--- src/rtl/cevero_ft_pkg.sv ---
// Purpose: shared types for the lockstep supervisor (FSM states, per-core port bundle).
// Latency: n/a (types only).
// Backpressure: n/a.
package cevero_ft_pkg;

  // Values are visible on state_o, so the numbering is fixed.
  typedef enum logic [2:0] {
    ST_IDLE    = 3'd0,
    ST_RUN     = 3'd1,
    ST_HALT    = 3'd2,
    ST_RESTORE = 3'd3,
    ST_FAIL    = 3'd4
  } ftm_state_e;

  // Retire and store activity of one core in one cycle.
  typedef struct packed {
    logic        valid;
    logic [31:0] pc;
    logic        we;
    logic [31:0] addr;
    logic [31:0] wdata;
  } lockstep_port_t;

endpackage

--- src/rtl/ftm_lockstep_cmp.sv ---
// Purpose: flags any observable disagreement between the two lockstep cores.
// Latency: combinational, same cycle.
// Backpressure: none; evaluated every cycle.
module ftm_lockstep_cmp
  import cevero_ft_pkg::*;
(
  input  lockstep_port_t a_i,
  input  lockstep_port_t b_i,
  output logic           mismatch_o
);

  // PC is only meaningful when retiring; address/data only when storing.
  always_comb begin
    mismatch_o = (a_i.valid != b_i.valid)
               | (a_i.valid & (a_i.pc != b_i.pc))
               | (a_i.we != b_i.we)
               | (a_i.we & ((a_i.addr != b_i.addr) | (a_i.wdata != b_i.wdata)));
  end

endmodule

--- src/rtl/ftm_recovery_ctrl.sv ---
// Purpose: lockstep supervisor; gates stores, halts/drains/rolls back on mismatch, sticky FAIL.
// Latency: mem_we same cycle; error_o 1 cycle after mismatch; restore_o 1+DRAIN_CYCLES after.
// Backpressure: none; fetch_enable_o is the only throttle and drops during recovery.
module ftm_recovery_ctrl
  import cevero_ft_pkg::*;
#(
  parameter logic [31:0] BOOT_ADDR    = 32'h0000_0080,
  parameter int unsigned DRAIN_CYCLES = 4,
  parameter int unsigned RETRY_WINDOW = 64,
  parameter int unsigned MAX_RETRY    = 3,
  parameter int unsigned CNT_W        = 8
) (
  input  logic             clk_i,
  input  logic             rst_ni,
  input  logic             fetch_enable_i,
  input  logic             c0_valid_i,
  input  logic             c1_valid_i,
  input  logic [31:0]      c0_pc_i,
  input  logic [31:0]      c1_pc_i,
  input  logic             c0_we_i,
  input  logic             c1_we_i,
  input  logic [31:0]      c0_addr_i,
  input  logic [31:0]      c1_addr_i,
  input  logic [31:0]      c0_wdata_i,
  input  logic [31:0]      c1_wdata_i,
  output logic             mem_we_o,
  output logic             fetch_enable_o,
  output logic             restore_o,
  output logic [31:0]      restore_pc_o,
  output logic             error_o,
  output logic             fail_o,
  output logic [CNT_W-1:0] error_count_o,
  output logic [2:0]       state_o
);

  localparam int unsigned DRN_W = (DRAIN_CYCLES > 1) ? $clog2(DRAIN_CYCLES) : 1;
  localparam int unsigned WIN_W = (RETRY_WINDOW > 0) ? $clog2(RETRY_WINDOW + 1) : 1;
  localparam int unsigned RTY_W = $clog2(MAX_RETRY + 1);

  ftm_state_e       state_q, state_d;
  logic [DRN_W-1:0] drain_q, drain_d;
  logic [WIN_W-1:0] window_q, window_d;
  logic [RTY_W-1:0] retry_q, retry_d, retry_inc;
  logic [CNT_W-1:0] cnt_q, cnt_d;
  logic [31:0]      ckpt_q, ckpt_d;
  logic             err_q, err_d;

  lockstep_port_t   port0, port1;
  logic             mismatch;
  logic             in_run;

  assign port0 = '{valid: c0_valid_i, pc: c0_pc_i, we: c0_we_i, addr: c0_addr_i, wdata: c0_wdata_i};
  assign port1 = '{valid: c1_valid_i, pc: c1_pc_i, we: c1_we_i, addr: c1_addr_i, wdata: c1_wdata_i};

  ftm_lockstep_cmp u_cmp (
    .a_i        (port0),
    .b_i        (port1),
    .mismatch_o (mismatch)
  );

  assign in_run = (state_q == ST_RUN);

  // A disagreeing store is dropped in the same cycle it is presented.
  assign mem_we_o       = in_run & c0_we_i & ~mismatch;
  assign fetch_enable_o = in_run;
  assign restore_o      = (state_q == ST_RESTORE);
  assign fail_o         = (state_q == ST_FAIL);
  assign restore_pc_o   = ckpt_q;
  assign error_o        = err_q;
  assign error_count_o  = cnt_q;
  assign state_o        = state_q;

  // An error inside the post-restore window extends the retry streak; otherwise it starts a new one.
  assign retry_inc = (window_q != '0) ? retry_q + RTY_W'(1) : RTY_W'(1);

  // Next-state, counters and checkpoint update.
  always_comb begin
    state_d  = state_q;
    drain_d  = drain_q;
    window_d = window_q;
    retry_d  = retry_q;
    cnt_d    = cnt_q;
    ckpt_d   = ckpt_q;
    err_d    = 1'b0;
    unique case (state_q)
      ST_IDLE: begin
        if (fetch_enable_i) state_d = ST_RUN;
      end
      ST_RUN: begin
        if (mismatch) begin
          err_d   = 1'b1;
          drain_d = '0;
          retry_d = retry_inc;
          if (cnt_q != '1) cnt_d = cnt_q + CNT_W'(1);
          state_d = (retry_inc >= RTY_W'(MAX_RETRY)) ? ST_FAIL : ST_HALT;
        end else begin
          if (c0_valid_i & c1_valid_i) ckpt_d = c0_pc_i;
          if (window_q != '0) begin
            window_d = window_q - WIN_W'(1);
            // Window ran out cleanly: the error streak is over.
            if (window_q == WIN_W'(1)) retry_d = '0;
          end
          if (!fetch_enable_i) state_d = ST_IDLE;
        end
      end
      ST_HALT: begin
        if (drain_q == DRN_W'(DRAIN_CYCLES - 1)) state_d = ST_RESTORE;
        else                                      drain_d = drain_q + DRN_W'(1);
      end
      ST_RESTORE: begin
        window_d = WIN_W'(RETRY_WINDOW);
        state_d  = fetch_enable_i ? ST_RUN : ST_IDLE;
      end
      ST_FAIL: begin
        state_d = ST_FAIL;
      end
      default: state_d = ST_IDLE;
    endcase
  end

  // State and counter registers; reset returns to boot checkpoint with a clean history.
  always_ff @(posedge clk_i or negedge rst_ni) begin
    if (!rst_ni) begin
      state_q  <= ST_IDLE;
      drain_q  <= '0;
      window_q <= '0;
      retry_q  <= '0;
      cnt_q    <= '0;
      ckpt_q   <= BOOT_ADDR;
      err_q    <= 1'b0;
    end else begin
      state_q  <= state_d;
      drain_q  <= drain_d;
      window_q <= window_d;
      retry_q  <= retry_d;
      cnt_q    <= cnt_d;
      ckpt_q   <= ckpt_d;
      err_q    <= err_d;
    end
  end

endmodule

--- config.mk ---
export PLATFORM = sky130hd
export DESIGN_NAME = ftm_recovery_ctrl
export DESIGN_NICKNAME = d
export VERILOG_FILES = /design/src/rtl/cevero_ft_pkg.sv /design/src/rtl/ftm_lockstep_cmp.sv /design/src/rtl/ftm_recovery_ctrl.sv
export SDC_FILE = /design/constraint.sdc
export NUM_CORES = 1
export LEC_CHECK = 0
export BUFFER_PORTS_ARGS = -buffer_cell sky130_fd_sc_hd__buf_2
export CAP_MARGIN = 0
export CORE_ASPECT_RATIO = 2
export CORE_MARGIN = 8
export CORE_UTILIZATION = 42
export DETAILED_ROUTE_END_ITERATION = 6
export GPL_ROUTABILITY_DRIVEN = 0
export PLACE_DENSITY_LB_ADDON = 0.15
export SKIP_CTS_REPAIR_TIMING = 1
export SYNTH_ARGS = -nofsm -noshare
export SYNTH_HDL_FRONTEND = slang
export SYNTH_SLANG_ARGS = --single-unit
--- constraint.sdc ---
create_clock -name clk_i -period 2.1 [get_ports clk_i]
set_input_delay 0.315 -clock clk_i [delete_from_list [all_inputs] [get_ports clk_i]]
set_output_delay 0.315 -clock clk_i [all_outputs]
set_load 0.05 [all_outputs]
# After elaboration in Yosys (flattened, before gate mapping)
# Cells that the tools add are included.
word_totals:
  reg_bits: 55
  latchBits: 0
  ram_bits: 0
  mem_bits_ro: 0
  input_bits: 199
  out_inout_bits: 48
  wordCells: 72
  memories: 0
op_classes:
  addsub: 4
  n_mul: 0
  div: 0
  order_cmp: 1
  eq_ne: 19
  shift: 0
  muxes: 19
  bitwise_logic: 10
  n_reduce_logical: 12
ops:
  columns: ["op", "count"]
  rows:
  - ["inequality test 32 bit", 3]
  - ["AND reduction 3 bit", 6]
  - ["two-way mux 3 bit", 5]
  - ["case mux 3 bit (5 select lines)", 1]
  - ["two-way mux 7 bit", 2]
  - ["case mux 7 bit (2 select lines)", 1]
  - ["two-way mux 2 bit", 6]
  - ["inequality test 2 bit, second input constant", 5]
  - ["adder 8 x 1 -> 8 bit, second input constant", 1]
  - ["inequality test 8 bit, second input constant", 1]
  - ["nonzero test 2 bit", 4]
  - ["== test 7 x 1 -> 1 bit, second input constant", 1]
  - ["nonzero test 7 bit", 1]
  - ["subtractor 7 x 1 -> 7 bit, second input constant", 1]
  - ["== test 3 x 2 -> 1 bit, second input constant", 2]
  - ["AND 1 bit", 5]
  - ["adder 2 x 1 -> 2 bit, second input constant", 2]
  - ["OR 1 bit", 4]
  - ["case mux 2 bit (2 select lines)", 1]
  - ["== test 3 x 1 -> 1 bit, second input constant", 1]
  - ["== test 3 bit, second input constant", 1]
  - ["logical NOT 3 bit", 1]
  - ["two-way mux 1 bit", 3]
  - ["inequality test 3 bit, second input constant", 1]
  - ["5 further kinds", 6]

# Logic depth before layout (Yosys ltp)
# Gate-level depths: netlist of the first run.
logic_depth:
  word_depth: 7
  mapped_depth: 9
  depth_no_buf: 8

# Modules after synthesis
# A second synthesis of the first run with hierarchy kept.
hier_totals:
  cells_unflattened: 327
  hier_area_um2: 3674.8
by_module_without_submodules:
  columns: ["module", "instances", "cells_per_inst", "area_per_inst_um2", "seq_area_each_um2"]
  rows:
  - ["ftm_recovery_ctrl", 1, 185, 2575.0, 1377.6]
  - ["ftm_lockstep_cmp", 1, 142, 1099.8, 0.0]

# Worst setup path after synthesis of the first run
# No wires, ideal clock.
synth_path:
  path_type: "register to register"
  from: "register state_q[0] (netlist: state_o[0])"
  to: "register retry_q[1]"
  setup_ps: 124
  t_arrival_ps: 2128
  t_required_ps: 1976
  setup_slack_ps: -152
  stages_incl_launch_ff: 8
  path_buffers: 0
  period_less_slack_ps: 2252
  cell_sequence: "dfrtp_1 > inv_1 > or3_1 > inv_1 > nand4b_1 > nand2_1 > nor2_1 > a211o_1"
synth_via:
  elab_chain_len: 2
synth_lines:
  columns: ["item", "line", "text"]
  rows:
  - ["start: declaration", "ftm_recovery_ctrl.sv:40", "ftm_state_e state_q, state_d;"]
  - ["start signal: assignment", "ftm_recovery_ctrl.sv:132", "state_q <= state_d;"]
  - ["== test 3 x 1 -> 1 bit", null, null]
  - ["via fetch_enable_o", "ftm_recovery_ctrl.sv:27", "output logic fetch_enable_o,"]
  - ["AND reduction 3 bit (no line)", null, null]
  - ["end signal: assignment", "ftm_recovery_ctrl.sv:135", "retry_q <= retry_d;"]
  - ["end: declaration", "ftm_recovery_ctrl.sv:43", "logic [RTY_W-1:0] retry_q, retry_d, retry_inc;"]
# The timed path passes the listed nets, and every way through them passes these cells.
# A chain may end at the register's enable or synchronous reset.

# Final worst setup path of the first run
layout_path:
  from: "input port c0_addr_i[30]"
  to: "output port mem_we_o"
layout_via:
  elab_chain_len: 6
layout_lines:
  columns: ["item", "line", "text"]
  rows:
  - ["start: declaration", "ftm_recovery_ctrl.sv:22", "input logic [31:0] c0_addr_i,"]
  - ["inequality test 32 bit", "ftm_lockstep_cmp.sv:17", "| (a_i.we & ((a_i.addr != b_i.addr) | (a_i.wdata != b_i.wdata)));"]
  - ["OR 1 bit", "ftm_lockstep_cmp.sv:17", null]
  - ["AND 1 bit", "ftm_lockstep_cmp.sv:17", null]
  - ["OR 1 bit", "ftm_lockstep_cmp.sv:17", null]
  - ["inverter 1 bit (no line)", null, null]
  - ["AND 1 bit", "ftm_recovery_ctrl.sv:64", "assign mem_we_o = in_run & c0_we_i & ~mismatch;"]
  - ["end: declaration", "ftm_recovery_ctrl.sv:26", "output logic mem_we_o,"]
# Every way passes these cells.

==> results.cfg, run 1 <==
[setup_path]
slowest_stage = o32a_1
critPathLaunch = c0_addr_i[30]
cpPeakStageDelay_ns = 0.38
rr_worst_depth = 9
worst-path-max-fanout = 2
crit_type = in -> out
crit_path_frequent_cell = nand4_1
end_kind = primary output
cpLargestDelayFamily = simple AND/OR/NAND/NOR gates
rr_startpoint = window_q[3]
worstPathArrival_ns = 2.21
cp_num_cells = 10
cp_cell_sequence = buf_6, xnor2_2, nand4_1, nor4_2, buf_4, nand4_1, o32a_1, nor3_2, and2_4, buf_8
worst_ep_required_time_ns = 1.78
startpoint_type = input port
crit_buf_inv = 3

[routing]
vias = 3511
totalWireLength_um = 12100
viasPerCell = 4.82
drcViolationCount = 0
postRouteAntennaNets = 0
drt_iter0_drc = 101
routedWlPerCell_um = 16.7
first_pass_iters = 4

[synthesis]
synth-seq-cells = 55
yosys-top-cells-area = dfrtp_1 (38%), mux2_4 (13%), xnor2_1 (12%), xor2_1 (10%), nand4_1 (3.7%)
synth_warnings = 0
avgSynthCellArea_um2 = 11.0
synth_top_area_cell = dfrtp_1
synthMostInstantiatedCell = dfrtp_1
yosysSeqAreaShare_pct = 38.3
synth_area_um2 = 3600
synth.top_cells.by_count = dfrtp_1 (54), xnor2_1 (50), xor2_1 (42)
syn_nets = 531
synth-edff-count = 0
synthArstFlopShare_pct = 100
syn_inst = 326
synth.top_cell.area_share_pct = 37.6
synth_cell_types = 50
ys.flop_type = dfrtp_1

[global_routing]
antenna_found_initial = 0
grt_max_degree = 33
overflow = 0
grt.total_usage_pct = 19.6
grt_pass1_wl_um = 18500
grt_pass1_vias = 3813

[hold_path]
min-delay-start = fetch_enable_i
hp-class = in -> reg
whs_path_depth = 3

[timing]
rsz0062_at_grt = yes
drv_slew = 0
period_share_pct = 120
fin_skew_ns = 0.00863
final-hold-violation-count = 0
max_freq_mhz = 396
fin_ws_ns = -0.425
setup_viol_count_final = 47
setup_tns_ns = -12.50
finalCriticalPeriod_ns = 2.53
tightestPinTransition_ns = 0.383
slew_headroom_pct = 74.2

[floorplan]
io_pins = 247
die-area_um2 = 12000
dieWidth_um = 81.4
placement_rows = 48
initial_core_util_pct = 42.5
die_y_um = 147
coreArea_um2 = 8470

[pwr]
vdd_drop_max_uv = 544
p_leak_nw = 3.09
power_density_nw_per_um2 = 908
power_mw = 5.14

[clock_tree]
cts_tree = yes
path_clk_slew_ns = 0.07
cts.sink_count = 55
cts_buffers = 5
clock_latency_ns = 0.29
clock-root-buffer = clkbuf_16
h-tree-depth = 2
cts_max_path_buffers = 2

[finish]
finalInstanceArea_um2 = 5660
areaGrowthSynthToFinish_pct = 57.5
fin_nets = 832
layout-drive-gt1-share_pct = 57.0
n_antenna_cell = 0

[job]
maxCapViolCount = 0

[place]
port_buffers = 246
dp_hpwl_um = 10200
dpl_cell_area_um2 = 5290

[run_status]
outcome = finished with violations
violations = setup timing
-- worst min-delay path, delay by kind of cell --
kind	cells	cell delay (ns)
AOI/OAI and AO/OA	2	0.10
buffers and inverters	1	0.11
-- worst paths after layout --
check | slack [ns] | to
setup / recovery | -0.43 | mem_we_o
min in group asynchronous | 0.38 | state_o[1]
hold / removal | 0.27 | state_o[0]
setup reg to reg | 0.06 | window_q[6]
hold reg to reg | 0.50 | retry_q[0]
max in group asynchronous | 1.18 | restore_pc_o[7]
-- state kept, by name, summed over array words and instances, names as in the netlist --
signal         count
drain_q            2
error_count_o      8
error_o            1
restore_pc_o      32
retry_q            2
state_o            3
window_q           7
-- cell usage in the layout, fill, tap and decap left out, drive strengths merged, types with 2 or more instances in the layout --
cell type    n
buf        295
dfrtp       54
xnor2       50
xor2        42
mux2        34
nand4       21
inv         19
nor4        12
nor2        10
nand2        8
clkbuf       7
a21oi        7
o22ai        6
ha           6
o21ai        5
nand2b       4
and3         4
or3          3
a22oi        3
nor3         3
a211o        2
o21a         2
nand3        2
o31ai        2
nor3b        2
o32ai        2
clkinv       2
-- per-layer routing --
layer  vias up  share of wire, %  GRT usage, %
met5         -                 0             0
met4         0               1.1          4.50
met3        10               9.9          7.53
met2       148                50          31.8
met1      1585                39          23.2
li1       1768                 -             -
-- layout make-up --
cell class,instances,area (µm²)
timing repair buffer,298,1740
tap,100,125
inverter,18,67.6
sequential,55,1380
clock buffer,5,125
multi-input combinational,249,2210
clock inverter,3,22.5
fill,689,2800
-- per-stage QoR --
stage | setup WS (ns) | cells | hold WS [ns] | util (%)
floorplan | -0.0551 | 326 | 0.0194 | -
global placement | -0.532 | 713 | 0.158 | 62.4
detailed placement | -0.525 | 713 | 0.159 | 62.4
CTS | -0.512 | 721 | -0.160 | 64.2
global route | -0.538 | 728 | 0.266 | 66.9
finish | -0.425 | 728 | 0.267 | 66.9
-- logic make-up after synthesis --
logic type | share of synthesized area [%]
xor gates and xnor gates | 22.4
and+or+nand+nor | 12.9
DFF | 38.3
AOI/OAI and AO/OA | 7.65
muxes | 13.8
buffers and inverters | 2.92
adders and majority gates | 2.09
-- power by group --
| part | total (mW) | internal (mW) | switching, mW |
|---|---|---|---|
| registers | 1.61 | 1.38 | 0.225 |
| clock network | 0.833 | 0.447 | 0.386 |
| logic | 2.70 | 1.05 | 1.65 |
| total | 5.14 | 2.88 | 2.26 |
Power figures use the tool's default switching activity.
==> inputs of run 2 (changes only) <==
--- a/config.mk
+++ b/config.mk
@@ -5,11 +5,12 @@
 export SDC_FILE = /design/constraint.sdc
 export NUM_CORES = 1
 export LEC_CHECK = 0
+export ABC_AREA = 1
 export BUFFER_PORTS_ARGS = -buffer_cell sky130_fd_sc_hd__buf_2
 export CAP_MARGIN = 0
 export CORE_ASPECT_RATIO = 2
 export CORE_MARGIN = 8
-export CORE_UTILIZATION = 42
+export CORE_UTILIZATION = 45
 export DETAILED_ROUTE_END_ITERATION = 6
 export GPL_ROUTABILITY_DRIVEN = 0
 export PLACE_DENSITY_LB_ADDON = 0.15
==> results.cfg, run 2 <==
[synthesis]
yosys-top-cells-area = dfrtp_1 (32%), nand2_1 (20%), inv_1 (13%), xnor2_1 (8.6%), nor2_1 (7.1%)
ys.flop_type = dfrtp_1
avgSynthCellArea_um2 = 6.27
synth_cell_types = 32
syn_inst = 680
synth.top_cells.by_count = nand2_1 (228), inv_1 (142), nor2_1 (81)
synthMostInstantiatedCell = nand2_1
synthArstFlopShare_pct = 100
synth-seq-cells = 55
synth.top_cell.area_share_pct = 31.7
yosysSeqAreaShare_pct = 32.3
synth_area_um2 = 4260
synth_warnings = 0
synth-edff-count = 0
synth_top_area_cell = dfrtp_1
syn_nets = 885

[job]
maxCapViolCount = 0

[finish]
multi_input_area_um2 = 2350
areaGrowthSynthToFinish_pct = 40.3
fin_nets = 1144
nFillCells = 962
layout_common_cells = buf_2 (242), nand2_1 (228), inv_1 (140)
largest_register_ff_count = 32
layout-drive-gt1-share_pct = 31.3
final_cells = 1045
regArea_um2 = 1380
finalInstanceArea_um2 = 5980
layout.cells.most_common = buf_2

[global_routing]
overflow = 0
grt.total_usage_pct = 20.5
grt_pass1_wl_um = 21900
grt_pass1_vias = 4932
antenna_found_initial = 1
grt_max_degree = 65

[routing]
drcViolationCount = 0
viasPerCell = 4.60
postRouteAntennaNets = 0
totalWireLength_um = 13500
routedWlPerCell_um = 12.9
drt_iter0_drc = 98
vias = 4807
first_pass_iters = 4

[floorplan]
die-area_um2 = 13000
dieWidth_um = 84.8
io_pins = 247
initial_core_util_pct = 45.7
die_y_um = 154
placement_rows = 50
coreArea_um2 = 9320

[setup_path]
crit_type = reg -> out
end_kind = primary output
worst-path-max-fanout = 6
cp_cell_sequence = nor2_4, inv_1, nor2_4, buf_4, buf_2
crit_path_frequent_cell = nor2_4
slowest_stage = dfrtp_1
worst_ep_required_time_ns = 1.78
startpoint_type = flip-flop
cpPeakStageDelay_ns = 0.47
worstPathArrival_ns = 1.68

[pwr]
p_leak_nw = 3.68
vdd_drop_max_uv = 704
power_density_nw_per_um2 = 959

[place]
dp_hpwl_um = 11600
port_buffers = 246
place_inst = 1033
dpl_cell_area_um2 = 5700

[clock_tree]
h-tree-depth = 2
cts_max_path_buffers = 2
cts_buffers = 5
clock_latency_ns = 0.29
path_clk_slew_ns = 0.07
clock-root-buffer = clkbuf_16
cts_tree = yes
cts.sink_count = 55

[timing]
period_share_pct = 95.2
max_freq_mhz = 500
tightestPinTransition_ns = 0.437
drv_slew = 0
finalCriticalPeriod_ns = 2.00
fin_skew_ns = 0.00489
final-hold-violation-count = 0
slew_headroom_pct = 70.9
setup_viol_count_final = 0

[hold_path]
hp-class = in -> reg

[run_status]
outcome = finished, final reports clean
[run 2: power breakdown]
part           internal (mW)  leakage (nW)  switching, mW
combinational          0.955          2.86           2.03
clock                  0.684        0.0911          0.372
sequential              1.40         0.724          0.293
[run 2: final timing paths]
kind | cells past startpoint | from | slack [ns] | end
setup / recovery | 5 | state_o[2] | 0.10 | fetch_enable_o
hold / removal | 3 | c0_pc_i[7] | 0.25 | restore_pc_o[7]
setup reg to reg | 7 | error_count_o[0] | 0.44 | error_count_o[4]
hold reg to reg | 2 | restore_pc_o[7] | 0.48 | restore_pc_o[7]
max in group asynchronous | 3 | rst_ni | 0.88 | restore_pc_o[7]
min in group asynchronous | 2 | rst_ni | 0.53 | restore_pc_o[16]
[run 2: metal layers]
metal	track usage (%)	wire length (µm)
met1	19.9	4920
met2	38.2	6920
met3	7.15	1340
met4	7.71	272
met5	0	0
[run 2: worst max-delay path: cells and delay by family (launching register included)]
kind / cells / cell delay, ns
buf+inv: 3 / 0.55
simple gates: 2 / 0.37
flops: 1 / 0.47
[run 2: layout make-up]
| class | instances | area share (%) |
|---|---|---|
| Tap cell | 104 | 2.18 |
| Antenna cell | 1 | 0.0418 |
| Inverter | 144 | 9.04 |
| Clock inverter | 2 | 1.00 |
| Sequential cell | 55 | 23.1 |
| Clock buffer | 6 | 2.15 |
| Timing Repair Buffer | 260 | 23.3 |
| Multi-Input combinational cell | 473 | 39.2 |
[run 2: logic make-up after synthesis]
| kind of cell | Yosys count | share of synthesized area, % |
|---|---|---|
| DFF | 55 | 32.3 |
| and+or+nand+nor | 365 | 35.4 |
| AOI/OAI and AO/OA | 53 | 6.66 |
| buffers and inverters | 152 | 13.8 |
| adders and majority gates | 6 | 1.76 |
| xor gates and xnor gates | 49 | 10.1 |
[run 2: per-stage QoR]
stage	setup TNS [ns]	total power, mW	setup WS, ns	util [%]	hold WS, ns
2_1_floorplan	0	3.76	0.0256	-	0.0194
3_3_place_gp	-0.0353	4.66	-0.0353	61.1	0.281
3_5_place_dp	-0.0410	4.69	-0.0410	61.1	0.284
4_1_cts	-0.0442	5.76	-0.0442	63.2	-0.0306
5_1_grt	-0.00460	6.16	-0.00460	64.2	0.257
6_report	0	5.74	0.102	64.2	0.252
==> inputs of run 3 (changes only) <==
--- a/config.mk
+++ b/config.mk
@@ -10,7 +10,7 @@
 export CAP_MARGIN = 0
 export CORE_ASPECT_RATIO = 2
 export CORE_MARGIN = 8
-export CORE_UTILIZATION = 45
+export CORE_UTILIZATION = 30
 export DETAILED_ROUTE_END_ITERATION = 6
 export GPL_ROUTABILITY_DRIVEN = 0
 export PLACE_DENSITY_LB_ADDON = 0.15
==> results.cfg, run 3 (same netlist as run 2, synthesis figures left out) <==
[run_status]
outcome = finished, final reports clean

[timing]
drv_slew = 0
period_share_pct = 94.7
tightestPinTransition_ns = 0.439
slew_headroom_pct = 70.7
max_freq_mhz = 503
final-hold-violation-count = 0
fin_skew_ns = 0.00830
setup_viol_count_final = 0
rsz0062_at_grt = yes
fin_ws_ns = 0.112
setup_tns_ns = 0
finalCriticalPeriod_ns = 1.99

[pwr]
combPwrFrac_pct = 53.4
p_seq_share_pct = 30.0
p_sw_mw = 2.70
power_density_nw_per_um2 = 910
swShare_pct = 47.9
pwr-share-clk_pct = 16.7
p_leak_nw = 3.73
vdd_drop_max_uv = 572
p_int_mw = 2.93

[routing]
first_pass_iters = 4
wl_met2_um = 7030
postRouteAntennaNets = 0
routedWlPerCell_um = 12.5
vias = 4794
met1Wirelength_um = 5420
top_layer = met4
drcViolationCount = 0
wl_met3_um = 1490
drt_iter0_drc = 105
viasPerCell = 4.23
totalWireLength_um = 14100

[floorplan]
io_pins = 247
die-area_um2 = 18500
die_y_um = 185
placement_rows = 61
dieWidth_um = 100
coreArea_um2 = 13900
initial_core_util_pct = 30.7

[finish]
layout.cells.most_common = buf_2
layout-drive-gt1-share_pct = 32.6
fin_nets = 1148
nFillCells = 1538
largest_register_ff_count = 32
layout_common_cells = buf_2 (236), nand2_1 (228), inv_1 (139)
n_antenna_cell = 0
areaGrowthSynthToFinish_pct = 45.2

[setup_path]
worst_ep_required_time_ns = 1.78
r2r_slack_ns = 0.39
startpoint_type = input port
worstPathArrival_ns = 1.67
end_kind = primary output
worst-path-max-fanout = 2
crit_type = in -> out

[global_routing]
grt_pass1_vias = 4920
antenna_found_initial = 0
grt.total_usage_pct = 15.1
overflow = 0
grt_pass1_wl_um = 22600
grt_max_degree = 65

[clock_tree]
clock-root-buffer = clkbuf_16
clock_latency_ns = 0.30
h-tree-depth = 2
cts.sink_count = 55
cts_tree = yes
cts_buffers = 5
path_clk_slew_ns = 0.07
cts_max_path_buffers = 2

[place]
dp_hpwl_um = 12000
port_buffers = 246
pre_cts_ws_ns = -0.0555

[hold_path]
hp-class = in -> reg

[job]
maxCapViolCount = 0
run 3: changes by cell type in the layout (fill, tap and decap cells not counted), sizes merged:
cell    previous run  this run
diode              1         0
buf              259       263
bufinv             2         1
run 3: worst paths after layout:
kind                                 startpoint               end  cells past startpoint
min in group asynchronous                rst_ni  restore_pc_o[29]                      2
worst min-delay path                 c0_pc_i[7]   restore_pc_o[7]                      3
worst min register to register  restore_pc_o[7]   restore_pc_o[7]                      2
worst max register to register      window_q[1]       window_q[3]                      7
worst max-delay path                c1_pc_i[10]          mem_we_o                     12
max in group asynchronous                rst_ni   restore_pc_o[7]                      3
run 3: stage by stage:
stage / hold WS [ns] / cells / total power, mW / util (%) / cell area (µm²)
3_5_place_dp: 0.294 / 1123 / 4.72 / 42.1 / 5840
6_report: 0.244 / 1132 / 5.63 / 44.6 / 6190
4_1_cts: -0.0362 / 1130 / 5.69 / 43.2 / 6000
5_1_grt: 0.250 / 1132 / 6.09 / 44.6 / 6190
2_1_floorplan: 0.0194 / 680 / 3.76 / - / 4280
3_3_place_gp: 0.290 / 1123 / 4.70 / 42.1 / 5840
run 3: final cells by class:
cell class | instances | area, µm² | area share [%]
repair buffers | 264 | 1470 | 23.7
flip-flops and latches | 55 | 1380 | 22.3
clock buffers | 6 | 129 | 2.08
well taps | 189 | 236 | 3.82
inverters | 144 | 541 | 8.73
multi-input cells | 473 | 2410 | 38.9
clock inverters | 1 | 30.0 | 0.485
run 3: worst max-delay path, cell delays in order:
cell,delay (ns)
buf_2,0.12
xnor2_2,0.15
nand2_1,0.08
nor2_1,0.10
nand2_1,0.09
nor2_1,0.11
nand2_1,0.10
a21oi_4,0.19
nand2_2,0.08
inv_2,0.05
and3_4,0.17
buf_8,0.14
run 3: power groups by stage:
stage / Clock, mW / Sequential, mW / Combinational (mW)
after CTS: 0.977 / 1.69 / 3.02
final: 0.940 / 1.69 / 3.01
after global placement: 0 / 1.70 / 3.00
after floorplan: 0 / 2.47 / 1.30
after detailed placement: 0 / 1.71 / 3.01
after global routing: 1.01 / 1.74 / 3.34
run 3: routing by layer:
layer  vias to the layer above  global-route usage, %
met4                         0                   4.51
met5                         -                      0
met2                       199                   27.6
met1                      2036                   15.6
met3                         9                   5.44
li1                       2550                      -
